<file path="src/rtl/branch_resolve_unit_if.sv">
// Bundles the prediction, resolve, training and redirect signals of branch_resolve_unit.
// Optional perf counter lines are present only when BRU_PERF_CNT_EN is defined.
interface branch_resolve_unit_if
`ifdef BRU_PERF_CNT_EN
   #(parameter int CNT_W = 32)
`endif
   ;
   logic        pipe_stall;
   logic        if_valid;
   logic        if_predict_taken;
   logic [31:0] if_predict_addr;
   logic        ex_valid;
   logic        ex_is_branch;
   logic [31:0] ex_pc;
   logic        ex_taken;
   logic [31:0] ex_target;
   logic        update_en;
   logic        branch_outcome;
   logic        predict_outcome;
   logic [31:0] update_addr;
   logic [31:0] pc_cur_ex;
   logic        redirect_valid;
   logic [31:0] redirect_pc;
   logic        flush;
`ifdef BRU_PERF_CNT_EN
   logic [CNT_W-1:0] perf_branches;
   logic [CNT_W-1:0] perf_mispredicts;
`endif

   modport master (
      output pipe_stall, if_valid, if_predict_taken, if_predict_addr,
             ex_valid, ex_is_branch, ex_pc, ex_taken, ex_target,
      input  update_en, branch_outcome, predict_outcome, update_addr,
             pc_cur_ex, redirect_valid, redirect_pc, flush
`ifdef BRU_PERF_CNT_EN
      , input perf_branches, perf_mispredicts
`endif
   );

   modport slave (
      input  pipe_stall, if_valid, if_predict_taken, if_predict_addr,
             ex_valid, ex_is_branch, ex_pc, ex_taken, ex_target,
      output update_en, branch_outcome, predict_outcome, update_addr,
             pc_cur_ex, redirect_valid, redirect_pc, flush
`ifdef BRU_PERF_CNT_EN
      , output perf_branches, perf_mispredicts
`endif
   );
endinterface

</file>
<file path="src/rtl/branch_resolve_unit.sv">
// EX-stage branch resolver: carries IF predictions to EX, trains the predictor and
// redirects/flushes the front end on mispredict. BRU_PERF_CNT_EN adds saturating perf counters.
module branch_resolve_unit #(
   parameter int PIPE_DEPTH   = 2,
   parameter int FLUSH_CYCLES = 2
`ifdef BRU_PERF_CNT_EN
   ,
   parameter int CNT_W        = 32
`endif
) (
   input logic                  clk,
   input logic                  rst_n,
   branch_resolve_unit_if.slave bus
);

   typedef enum logic {IDLE, FLUSH} state_t;

   localparam int FC_W = (FLUSH_CYCLES > 1) ? $clog2(FLUSH_CYCLES) : 1;

   state_t          state;
   state_t          state_next;
   logic [FC_W-1:0] flush_cnt;
   logic [FC_W-1:0] flush_cnt_next;

   logic        stage_valid [PIPE_DEPTH];
   logic        stage_taken [PIPE_DEPTH];
   logic [31:0] stage_addr  [PIPE_DEPTH];

   logic        pred_taken;
   logic [31:0] pred_addr;
   logic        resolve;
   logic        mis;
   logic        flushing;

   // An empty EX-side slot behaves like a not-taken prediction to address 0.
   assign pred_taken = stage_valid[PIPE_DEPTH-1] & stage_taken[PIPE_DEPTH-1];
   assign pred_addr  = stage_valid[PIPE_DEPTH-1] ? stage_addr[PIPE_DEPTH-1] : 32'd0;
   assign flushing   = (state == FLUSH);
   assign resolve    = bus.ex_valid & bus.ex_is_branch & ~bus.pipe_stall & (state == IDLE);
   assign mis        = (pred_taken != bus.ex_taken) |
                       (bus.ex_taken & (pred_addr != bus.ex_target));
   assign bus.flush  = flushing;

   always_ff @(posedge clk) begin
      if (!rst_n) begin
         state     <= IDLE;
         flush_cnt <= '0;
      end else begin
         state     <= state_next;
         flush_cnt <= flush_cnt_next;
      end
   end

   always_comb begin
      state_next     = state;
      flush_cnt_next = flush_cnt;
      case (state)
         IDLE: begin
            if (resolve && mis) begin
               state_next     = FLUSH;
               flush_cnt_next = FC_W'(FLUSH_CYCLES - 1);
            end
         end
         FLUSH: begin
            if (flush_cnt == '0) begin
               state_next = IDLE;
            end else begin
               flush_cnt_next = flush_cnt - 1'b1;
            end
         end
         default: state_next = IDLE;
      endcase
   end

   // Flush wins over loading, so wrong-path fetches never reach EX.
   always_ff @(posedge clk) begin
      if (!rst_n || flushing) begin
         for (int i = 0; i < PIPE_DEPTH; i++) begin
            stage_valid[i] <= 1'b0;
            stage_taken[i] <= 1'b0;
            stage_addr[i]  <= 32'd0;
         end
      end else if (!bus.pipe_stall) begin
         stage_valid[0] <= bus.if_valid;
         stage_taken[0] <= bus.if_predict_taken;
         stage_addr[0]  <= bus.if_predict_addr;
         for (int i = 1; i < PIPE_DEPTH; i++) begin
            stage_valid[i] <= stage_valid[i-1];
            stage_taken[i] <= stage_taken[i-1];
            stage_addr[i]  <= stage_addr[i-1];
         end
      end
   end

   always_ff @(posedge clk) begin
      if (!rst_n) begin
         bus.update_en       <= 1'b0;
         bus.branch_outcome  <= 1'b0;
         bus.predict_outcome <= 1'b0;
         bus.update_addr     <= 32'd0;
         bus.pc_cur_ex       <= 32'd0;
         bus.redirect_valid  <= 1'b0;
         bus.redirect_pc     <= 32'd0;
      end else begin
         bus.update_en      <= resolve;
         bus.redirect_valid <= resolve & mis;
         if (resolve) begin
            bus.branch_outcome  <= bus.ex_taken;
            bus.predict_outcome <= ~mis;
            bus.update_addr     <= bus.ex_target;
            bus.pc_cur_ex       <= bus.ex_pc;
         end
         if (resolve && mis) begin
            bus.redirect_pc <= bus.ex_taken ? bus.ex_target : bus.ex_pc + 32'd4;
         end
      end
   end

`ifdef BRU_PERF_CNT_EN
   logic [CNT_W-1:0] perf_br;
   logic [CNT_W-1:0] perf_mis;

   always_ff @(posedge clk) begin
      if (!rst_n) begin
         perf_br  <= '0;
         perf_mis <= '0;
      end else begin
         if (bus.update_en && (perf_br != '1)) begin
            perf_br <= perf_br + 1'b1;
         end
         if (bus.redirect_valid && (perf_mis != '1)) begin
            perf_mis <= perf_mis + 1'b1;
         end
      end
   end

   assign bus.perf_branches    = perf_br;
   assign bus.perf_mispredicts = perf_mis;
`endif

endmodule

</file>
<file path="src/flat_wrapper.sv">
// flat-port wrapper written by rule: the top's interface ports become plain ports
module branch_resolve_unit_flat 
#(
   parameter int PIPE_DEPTH   = 2,
   parameter int FLUSH_CYCLES = 2

)
  (clk, rst_n, bus_pipe_stall, bus_if_valid, bus_if_predict_taken, bus_if_predict_addr, bus_ex_valid, bus_ex_is_branch, bus_ex_pc, bus_ex_taken, bus_ex_target, bus_update_en, bus_branch_outcome, bus_predict_outcome, bus_update_addr, bus_pc_cur_ex, bus_redirect_valid, bus_redirect_pc, bus_flush);
  branch_resolve_unit_if bus_i ();
  input logic clk;
  input logic rst_n;
  input wire logic [$bits(bus_i.pipe_stall)-1:0] bus_pipe_stall;
  input wire logic [$bits(bus_i.if_valid)-1:0] bus_if_valid;
  input wire logic [$bits(bus_i.if_predict_taken)-1:0] bus_if_predict_taken;
  input wire logic [$bits(bus_i.if_predict_addr)-1:0] bus_if_predict_addr;
  input wire logic [$bits(bus_i.ex_valid)-1:0] bus_ex_valid;
  input wire logic [$bits(bus_i.ex_is_branch)-1:0] bus_ex_is_branch;
  input wire logic [$bits(bus_i.ex_pc)-1:0] bus_ex_pc;
  input wire logic [$bits(bus_i.ex_taken)-1:0] bus_ex_taken;
  input wire logic [$bits(bus_i.ex_target)-1:0] bus_ex_target;
  output wire logic [$bits(bus_i.update_en)-1:0] bus_update_en;
  output wire logic [$bits(bus_i.branch_outcome)-1:0] bus_branch_outcome;
  output wire logic [$bits(bus_i.predict_outcome)-1:0] bus_predict_outcome;
  output wire logic [$bits(bus_i.update_addr)-1:0] bus_update_addr;
  output wire logic [$bits(bus_i.pc_cur_ex)-1:0] bus_pc_cur_ex;
  output wire logic [$bits(bus_i.redirect_valid)-1:0] bus_redirect_valid;
  output wire logic [$bits(bus_i.redirect_pc)-1:0] bus_redirect_pc;
  output wire logic [$bits(bus_i.flush)-1:0] bus_flush;
  assign bus_i.pipe_stall = bus_pipe_stall;
  assign bus_i.if_valid = bus_if_valid;
  assign bus_i.if_predict_taken = bus_if_predict_taken;
  assign bus_i.if_predict_addr = bus_if_predict_addr;
  assign bus_i.ex_valid = bus_ex_valid;
  assign bus_i.ex_is_branch = bus_ex_is_branch;
  assign bus_i.ex_pc = bus_ex_pc;
  assign bus_i.ex_taken = bus_ex_taken;
  assign bus_i.ex_target = bus_ex_target;
  assign bus_update_en = bus_i.update_en;
  assign bus_branch_outcome = bus_i.branch_outcome;
  assign bus_predict_outcome = bus_i.predict_outcome;
  assign bus_update_addr = bus_i.update_addr;
  assign bus_pc_cur_ex = bus_i.pc_cur_ex;
  assign bus_redirect_valid = bus_i.redirect_valid;
  assign bus_redirect_pc = bus_i.redirect_pc;
  assign bus_flush = bus_i.flush;
  branch_resolve_unit #(.PIPE_DEPTH(PIPE_DEPTH), .FLUSH_CYCLES(FLUSH_CYCLES)) u_core (.clk(clk), .rst_n(rst_n), .bus(bus_i));
endmodule
</file>
<file path="config.mk">
export PLATFORM = sky130hd
export DESIGN_NAME = branch_resolve_unit_flat
export DESIGN_NICKNAME = d
export VERILOG_FILES = /design/src/rtl/branch_resolve_unit_if.sv /design/src/rtl/branch_resolve_unit.sv /design/src/flat_wrapper.sv
export SDC_FILE = /design/constraint.sdc
export NUM_CORES = 1
export LEC_CHECK = 0
export ABC_AREA = 0
export CAP_MARGIN = 40
export CORE_MARGIN = 10
export CORE_UTILIZATION = 53
export DETAILED_ROUTE_END_ITERATION = 7
export GPL_TIMING_DRIVEN = 0
export PLACE_DENSITY = 0.83
export SLEW_MARGIN = 5
export SYNTH_ARGS = -nofsm -noshare
export SYNTH_HDL_FRONTEND = slang
export SYNTH_SLANG_ARGS = --single-unit
export TNS_END_PERCENT = 50
</file>
<file path="constraint.sdc">
create_clock -name clk -period 4.72 [get_ports clk]
set_clock_uncertainty 0.05 [all_clocks]
set_input_delay 0.708 -clock clk [delete_from_list [all_inputs] [get_ports clk]]
set_output_delay 0.708 -clock clk [all_outputs]
set_load 0.01 [all_outputs]
</file>
# After elaboration in Yosys (flattened, before gate mapping)
# Memories as Yosys holds them, arrays and structs flattened.
# Index checks and enable logic that the tools add are counted.
# totals
ff_bits	102
elab_cells	55
input_bits	104
ramBits	68
n_memories	3
out_inout_bits	101
# memory_table
memory	depth	width	rd	rd_ports_with_merged_regs	write_ports	line_no	text
u_core.stage_addr	2	32	2	0	2	branch_resolve_unit.sv:27	logic [31:0] stage_addr [PIPE_DEPTH];
u_core.stage_taken	2	1	2	0	2	branch_resolve_unit.sv:26	logic stage_taken [PIPE_DEPTH];
u_core.stage_valid	2	1	2	0	2	branch_resolve_unit.sv:25	logic stage_valid [PIPE_DEPTH];
# classes
reduce_logical	3
bitwise	16
addsub	2
muxes	19
n_eq_ne	3
# op_table
operator	n
$mux W32	4
$add A32 B3 Y32 const B	1
$ne A32 B32 Y1	1
$mux W1	13
$or A1 B1 Y1	7
$and A1 B1 Y1	6
$pmux W1 S2	2
$not A1 Y1	3
$ne A2 B2 Y1 const B	1
$logic_and A1 B1 Y1	1
$logic_not A1 Y1	1
$logic_or A1 B1 Y1	1
$ne A1 B1 Y1	1
$sub A1 B1 Y1 const B	1

# Longest topological paths before layout
# Gate-level depths: netlist of the first run.
# depth
ltp_word	7
depth_mapped	10

# Least setup slack after synthesis of the first run
# No wires, ideal clock.
# synth_path
kind	input to register
start	input rst_n
end	memory u_core.stage_addr[0][0] (enable)
setup_time_ps	880
t_required_ps	3790
arrival_ps	2496
cell_stages	3
setup_slack_ps	1294
path_cell_list	clkbuf_8 -> clkbuf_8 -> nand3b_1
# synth_rtl
element	line_no	text
start: declaration	flat_wrapper.sv:11	input logic rst_n;
end: declaration	branch_resolve_unit.sv:27	

# Worst setup path in the final report of the first run
# layout_path
start	input bus_ex_target[9]
end	register u_core.state, in the netlist u_core.bus.flush
# layout_via
elab_chain_cells	6
# layout_rtl
element	line_no	text
start: declaration	flat_wrapper.sv:20	input wire logic [$bits(bus_i.ex_target)-1:0] bus_ex_target;
$ne A32 B32 Y1	branch_resolve_unit.sv:41	(bus.ex_taken & (pred_addr != bus.ex_target));
$and A1 B1 Y1	branch_resolve_unit.sv:41	
$or A1 B1 Y1	branch_resolve_unit.sv:40	assign mis = (pred_taken != bus.ex_taken) |
$logic_and A1 B1 Y1	branch_resolve_unit.sv:59	if (resolve && mis) begin
$mux W1	branch_resolve_unit.sv:59	
$pmux W1 S2	branch_resolve_unit.sv:57	case (state)
end signal: assignment	branch_resolve_unit.sv:49	state <= state_next;
end: declaration	branch_resolve_unit.sv:20	state_t state;
# No other way between the ends.
# A chain may end at the register's enable or synchronous reset.

==> results of run 1 <==
-- power by group through the flow --
stage	registers, uW	logic, uW	clock network, uW
after floorplan	1670	174	0
after global placement	1660	413	0
after detailed placement	1660	426	0
after CTS	1630	430	1380
after global routing	1640	462	1440
final	1630	434	1360
-- layout make-up --
cell class / instances / area [um2] / share of cell area, %
Clock inverter: 10 / 91.3 / 0.838
Inverter: 14 / 52.6 / 0.482
Tap cell: 184 / 230 / 2.11
Multi-Input combinational cell: 597 / 3570 / 32.7
Antenna cell: 1 / 2.50 / 0.0230
Timing Repair Buffer: 209 / 2120 / 19.4
Buffer: 51 / 267 / 2.44
Clock buffer: 22 / 485 / 4.45
Sequential cell: 170 / 4080 / 37.5
-- worst min-delay path by stage --
stage,from,to,cells after the start
after floorplan,u_core.bus.redirect_pc[20]$_SDFFE_PN0P_,u_core.bus.redirect_pc[20]$_SDFFE_PN0P_,2
after global placement,u_core.bus.redirect_pc[20]$_SDFFE_PN0P_,u_core.bus.redirect_pc[20]$_SDFFE_PN0P_,2
after detailed placement,u_core.bus.redirect_pc[20]$_SDFFE_PN0P_,u_core.bus.redirect_pc[20]$_SDFFE_PN0P_,2
after CTS,u_core.bus.redirect_pc[20]$_SDFFE_PN0P_,u_core.bus.redirect_pc[20]$_SDFFE_PN0P_,2
after global routing,u_core.bus.redirect_pc[27]$_SDFFE_PN0P_,u_core.bus.redirect_pc[27]$_SDFFE_PN0P_,2
final,u_core.bus.redirect_pc[20]$_SDFFE_PN0P_,u_core.bus.redirect_pc[20]$_SDFFE_PN0P_,2
-- registers in the layout, indices dropped and copies added, names as in the netlist --
name	flops
u_core.bus.update_en	1
u_core.bus.branch_outcome	1
u_core.bus.redirect_pc	32
u_core.bus.pc_cur_ex	32
u_core.flush_cnt	1
u_core.bus.redirect_valid	1
u_core.stage_valid	2
u_core.stage_taken	2
u_core.stage_addr	64
u_core.bus.flush	1
u_core.bus.predict_outcome	1
u_core.bus.update_addr	32
-- per-stage QoR --
step / power [uW] / utilization [%] / std cells / instance area, um2 / setup slack (ns)
6_report: 3420 / 74.4 / 1258 / 10900 / 1.63
5_1_grt: 3540 / 74.4 / 1257 / 10900 / 1.57
4_1_cts: 3440 / 74.4 / 1257 / 10900 / 1.70
3_5_place_dp: 2090 / 70.5 / 1225 / 10300 / 1.29
3_3_place_gp: 2070 / 70.0 / 1220 / 10200 / -0.0224
2_1_floorplan: 1840 / - / 832 / 7970 / 1.29
-- cells in the final DEF, fill, tap and decap left out, types with 3 or more instances in the layout --
cell and instances:
xor2_1 17, clkinv_4 3, buf_8 3, o211a_1 3, o21ai_1 3, clkdlybuf4s50_1 204
edfxtp_1 68, o211ai_1 10, clkbuf_1 36, nor3_1 4, clkbuf_16 18, and3_1 5
buf_6 3, buf_1 5, nand2b_1 8, and4bb_1 5, nand4_1 14, o21ai_0 33
nand3_1 19, or4_4 3, o21a_1 3, xnor2_1 21, nor4bb_1 4, inv_1 14
a22oi_1 11, o22ai_1 5, a31o_1 7, mux2i_1 28, and2_1 71, nor2_1 18
nand2_1 217, a21boi_0 67, dfxtp_1 102, clkbuf_8 6, buf_2 4
-- Yosys cell counts, drive strengths merged --
master     n  area [um2]
nor3       4        20.0
buf       13        83.8
o22ai      5        31.3
o21a       3        22.5
mux2i     28         280
a2111oi    1        27.5
a21boi    69         518
and2      72         453
or4b       1        13.8
o21ai     36         180
dfxtp    102        2040
nand3b     1        7.51
xnor2     21         184
nor4bb     4        40.0
nand2    217         815
and4bb     5        62.6
clkbuf    38         183
nand3     19        95.1
o211ai    10        75.1
nor4       2        18.8
or4        3        33.8
a21oi      1        5.00
nor2b      1        6.26
nand4     14        87.6
inv       14        52.6
a32o       1        11.3
nor2      19        78.8
nor3b      1        7.51
o211a      3        30.0
and4       2        17.5
ha         1        12.5
a22oi     11        82.6
nand4b     2        17.5
a31o       7        61.3
edfxtp    68        2040
nand2b     8        50.1
nor4b      1        23.8
and3       5        31.3
xor2      17         149
a222oi     2        20.0
-- metal layers --
layer	wire [um]	global-route usage [%]	up-vias
met1	9660	27.0	3281
li1	-	-	3313
met2	11800	39.6	367
met5	0	0	-
met4	1050	12.6	0
met3	2270	6.20	69
-- critical path: cells and delay by family --
family                 cells  cell delay, ns
AND/OR/NAND/NOR            3            1.03
buffers and inverters      2            0.86
AO/OA/AOI/OAI              3            0.77
-- cells by family (layout without fill, tap and decap cells) --
kind of cell / after synthesis / after routing / share of synthesized area (%)
other: 0 / 1 / 0
multiplexers: 28 / 28 / 3.52
AO/OA/AOI/OAI: 149 / 149 / 13.4
adder cells (fa/ha/maj): 1 / 1 / 0.157
XOR/XNOR: 38 / 38 / 4.17
AND/OR/NAND/NOR: 381 / 381 / 23.6
flip-flops: 170 / 170 / 51.2
buffers and inverters: 65 / 306 / 4.00
==> flow_summary.ini, run 1 <==
[worst_setup_path]
cp_cell_sequence = clkdlybuf4s50_1 -> o22ai_1 -> or4_4 -> a2111oi_4 -> nor4b_4 -> nor2_4 -> buf_2 -> o21a_1
cp_max_fo = 10
worstSetupStartpoint = bus_ex_target[9]
cpPeakStageDelay_ns = 0.64
crit_end = u_core.bus.flush$_SDFF_PN0_
cp_slowest_cell = clkdlybuf4s50_1
timing.rr.start = u_core.stage_addr[0][45]$_SDFFCE_PN0P_
crit_arrival_ns = 3.36
setup.worst_path.class = in -> reg
worstReg2RegEnd = u_core.bus.flush$_SDFF_PN0_
rr_worst_depth = 8
critPathLaunchType = input port
crit_path_end_kind = register
crit_required_ns = 4.99
rrSetupSlack_ns = 2.07

[drt]
vias_per_cell = 5.59
wl_per_cell_um = 19.7
postRouteAntennaNets = 0
drc = 0
totalWireLength_um = 24800
drt_iter0_drc = 658
dr_total_vias = 7030
dr.pass1.iters = 6

[final_layout]
n_fill_cell = 1075
drive_gt1_share_pct = 5.22
nets = 1165
area_delta_synth_final_pct = 36.7

[pwr]
pwr-share-seq_pct = 47.7
combPwrFrac_pct = 12.7
pwr-share-clk_pct = 39.7
powerDensity_nw_per_um2 = 314
power_switching_uw = 826
leakage_uw = 0.00391
swShare_pct = 24.1
vdd_drop_max_mv = 0.225
p_int_uw = 2600

[clock_tree]
cts_root_buffer = clkbuf_16
cts_resized = 0
clock_sinks = 170
ctsHoldBuffers = 0
postCtsSetupBuffers = 0
cts_htree_levels = 4
cts_tree = done
cts_buffer_depth = 2
clock_latency_ns = 0.43
numCtsBuffers = 17
path_clk_slew_ns = 0.06

[timing]
min_period_over_period_pct = 65.5
worst_pin_slew_ns = 0.842
finalCriticalPeriod_ns = 3.09
rsz0062_at_grt = false
slew_violations = 0
setup_tns_ns = 0
clock.fmax_mhz = 324
relSlewSlack_pct = 43.7
whs_ns = 0.404
setup_violations = 0
hold_viol = 0

[logic_synthesis]
syn_area_um2 = 7970
yosysWarnings = 0
synth_seq_area_share_pct = 51.2
ys_types = 49
ys_ff_latch = 170
syn_avg_cell_area_um2 = 9.58
syn_inst = 832
syn_nets = 937

[job]
maxCapViolCount = 0

[place]
dp_hpwl_um = 19000
routabilityCongestion = 0.934
io_buffers = 204

[status]
outcome = finished, final reports clean

[global_routing]
antenna_found_initial = 1
grt_use_total_pct = 23.6
grt_max_degree = 20
grt_overflow = 0
grt_pass1_wl_um = 37000
first_global_vias = 6740

[floorplan]
start_util_pct = 54.4
core_area_um2 = 14600
die_h_um = 143
die_width_um = 143
dieArea_um2 = 20300
num_rows = 44
pin_count = 205

[hold_path]
hold_class = reg -> reg
(Power assumes the default switching activity.)
==> run 2, diff against run 1 <==
--- a/config.mk
+++ b/config.mk
@@ -8,10 +8,10 @@
 export ABC_AREA = 0
 export CAP_MARGIN = 40
 export CORE_MARGIN = 10
-export CORE_UTILIZATION = 53
+export CORE_UTILIZATION = 49
 export DETAILED_ROUTE_END_ITERATION = 7
 export GPL_TIMING_DRIVEN = 0
-export PLACE_DENSITY = 0.83
+export PLACE_DENSITY = 0.77
 export SLEW_MARGIN = 5
 export SYNTH_ARGS = -nofsm -noshare
 export SYNTH_HDL_FRONTEND = slang
==> constraint.sdc (replaced) <==
create_clock -name clk -period 3 [get_ports clk]
set_clock_uncertainty 0.05 [all_clocks]
set_input_delay 0.45 -clock clk [delete_from_list [all_inputs] [get_ports clk]]
set_output_delay 0.45 -clock clk [all_outputs]
set_load 0.01 [all_outputs]
==> flow_summary.ini, run 2 (synthesis gave the netlist of run 1 again) <==
[status]
outcome = finished, final reports clean

[drt]
dr.pass1.iters = 7
wl_per_cell_um = 19.2
vias_per_cell = 5.25
drt_iter0_drc = 491
dr_total_vias = 6782
postRouteAntennaNets = 0
drc = 0
totalWireLength_um = 24800

[worst_setup_path]
crit_family = simple AND/OR/NAND/NOR gates
cp_slowest_cell = clkdlybuf4s50_1
crit_arrival_ns = 3.12
crit_required_ns = 3.25
crit_path_end_kind = register
cp_cell_sequence = clkdlybuf4s50_1 -> o22ai_1 -> or4_4 -> a2111oi_4 -> nor4b_4 -> nor2_4 -> buf_2 -> mux2i_1
critPathLaunchType = input port
cp_max_fo = 10
setup.worst_path.class = in -> reg
critPathBufInv = 2
cpPeakStageDelay_ns = 0.64

[clock_tree]
cts_root_buffer = clkbuf_16
path_clk_slew_ns = 0.06
cts_buffer_depth = 2
cts_htree_levels = 4
cts_resized = 0
clock_sinks = 170
ctsHoldBuffers = 0
cts_tree = done
postCtsSetupBuffers = 0
numCtsBuffers = 17
clock_latency_ns = 0.43

[global_routing]
first_global_vias = 6790
grt_max_degree = 21
grt_use_total_pct = 22.3
antenna_found_initial = 1
grt_overflow = 0
grt_pass1_wl_um = 38000

[floorplan]
die_h_um = 148
dieArea_um2 = 21800
start_util_pct = 50.0
core_area_um2 = 15900
num_rows = 46
die_width_um = 148
pin_count = 205

[timing]
min_period_over_period_pct = 95.5
clock.fmax_mhz = 349
relSlewSlack_pct = 38.6
worst_pin_slew_ns = 0.918
setup_violations = 0
finalCriticalPeriod_ns = 2.87
rsz0062_at_grt = false
hold_viol = 0
slew_violations = 0
setup_tns_ns = 0

[pwr]
leakage_uw = 0.00392
powerDensity_nw_per_um2 = 500
vdd_drop_max_mv = 0.399

[final_layout]
area_delta_synth_final_pct = 37.7
largest_reg_flops = 64
regMostFlops = u_core.stage_addr
fin_area_um2 = 11000
final_cell_mix = nand2_1, clkdlybuf4s50_1, dfxtp_1
utilization_pct = 68.8
drive_gt1_share_pct = 5.22
layout_commonest_cell = nand2_1
nets = 1165

[place]
io_buffers = 204
placed_area_um2 = 10400
routabilityCongestion = 0.936
dp_hpwl_um = 19500

[hold_path]
hold_class = reg -> reg

[job]
maxCapViolCount = 0
[run 2: changes by cell type in the layout (fill, tap and decap cells not counted), moves of 2 or more]
cell,before,now
clkbuf_1,36,38
clkinv_2,2,0
inv_6,0,2
clkinv_4,3,1
clkbuf_8,6,3
clkbuf_16,18,20
[run 2: area by class of cell]
class / instances / area (um2)
inverters: 14 / 52.6
plain buffers: 51 / 278
multi-input cells: 597 / 3570
diodes: 2 / 5.00
clock buffers: 24 / 495
fillers: 1349 / 4970
clock inverters: 8 / 109
repair buffers: 209 / 2110
flip-flops and latches: 170 / 4080
well taps: 216 / 270
[run 2: worst register-to-register path: stages, from the launching register on]
cell	delay (ns)
edfxtp_1	0.43
inv_1	0.10
o22ai_1	0.08
or4_4	0.56
a2111oi_4	0.43
nor4b_4	0.38
nor2_4	0.10
buf_2	0.25
mux2i_1	0.17
[run 2: path summary, 6_finish.rpt]
| path | startpoint | to | slack (ns) | cells after the start |
|---|---|---|---|---|
| max | bus_ex_target[9] | u_core.bus.redirect_pc[11]$_SDFFE_PN0P_ | 0.13 | 8 |
| min | u_core.bus.redirect_pc[20]$_SDFFE_PN0P_ | u_core.bus.redirect_pc[20]$_SDFFE_PN0P_ | 0.40 | 2 |
| max reg2reg | u_core.stage_addr[0][45]$_SDFFCE_PN0P_ | u_core.bus.redirect_pc[11]$_SDFFE_PN0P_ | 0.33 | 8 |
| min reg2reg | u_core.bus.redirect_pc[20]$_SDFFE_PN0P_ | u_core.bus.redirect_pc[20]$_SDFFE_PN0P_ | 0.40 | 2 |
[run 2: report_power, final]
| group | internal [uW] | leakage, uW | total (uW) | switching [uW] |
|---|---|---|---|---|
| clock network | 1340 | 0.000285 | 2250 | 914 |
| registers | 2510 | 0.00158 | 2560 | 53.2 |
| logic | 337 | 0.00205 | 678 | 340 |
[run 2: per-layer routing]
| layer | vias to the layer above | routed length (um) | global-route usage [%] |
|---|---|---|---|
| li1 | 3320 | - | - |
| met1 | 3144 | 10200 | 26.3 |
| met2 | 269 | 12100 | 37.7 |
| met3 | 49 | 1800 | 6.07 |
| met4 | 0 | 667 | 8.87 |
| met5 | - | 0 | 0 |
[run 2: per-stage QoR]
stage | instances | hold slack (ns) | setup WS (ns) | power (uW)
after global placement | 1252 | 0.388 | -1.63 | 3270
final | 1291 | 0.398 | 0.134 | 5490
after CTS | 1289 | 0.400 | 0.176 | 5510
after detailed placement | 1257 | 0.392 | -0.239 | 3290
after global routing | 1289 | 0.409 | 0.0609 | 5680
after floorplan | 832 | 0.423 | -0.167 | 2900
==> run 3, diff against run 2 <==
==> constraint.sdc (replaced) <==
create_clock -name clk -period 3 [get_ports clk]
set_clock_uncertainty 0.05 [all_clocks]
set_input_delay 0.3 -clock clk [delete_from_list [all_inputs] [get_ports clk]]
set_output_delay 0.3 -clock clk [all_outputs]
set_load 0.01 [all_outputs]
==> results of run 3 <==
Same layout as run 2 (identical final DEF). Status: finished, final reports clean.
Main changes from that run: setup slack after placement -0.239 ns -> -0.0888 ns; setup slack after layout 0.134 ns -> 0.284 ns
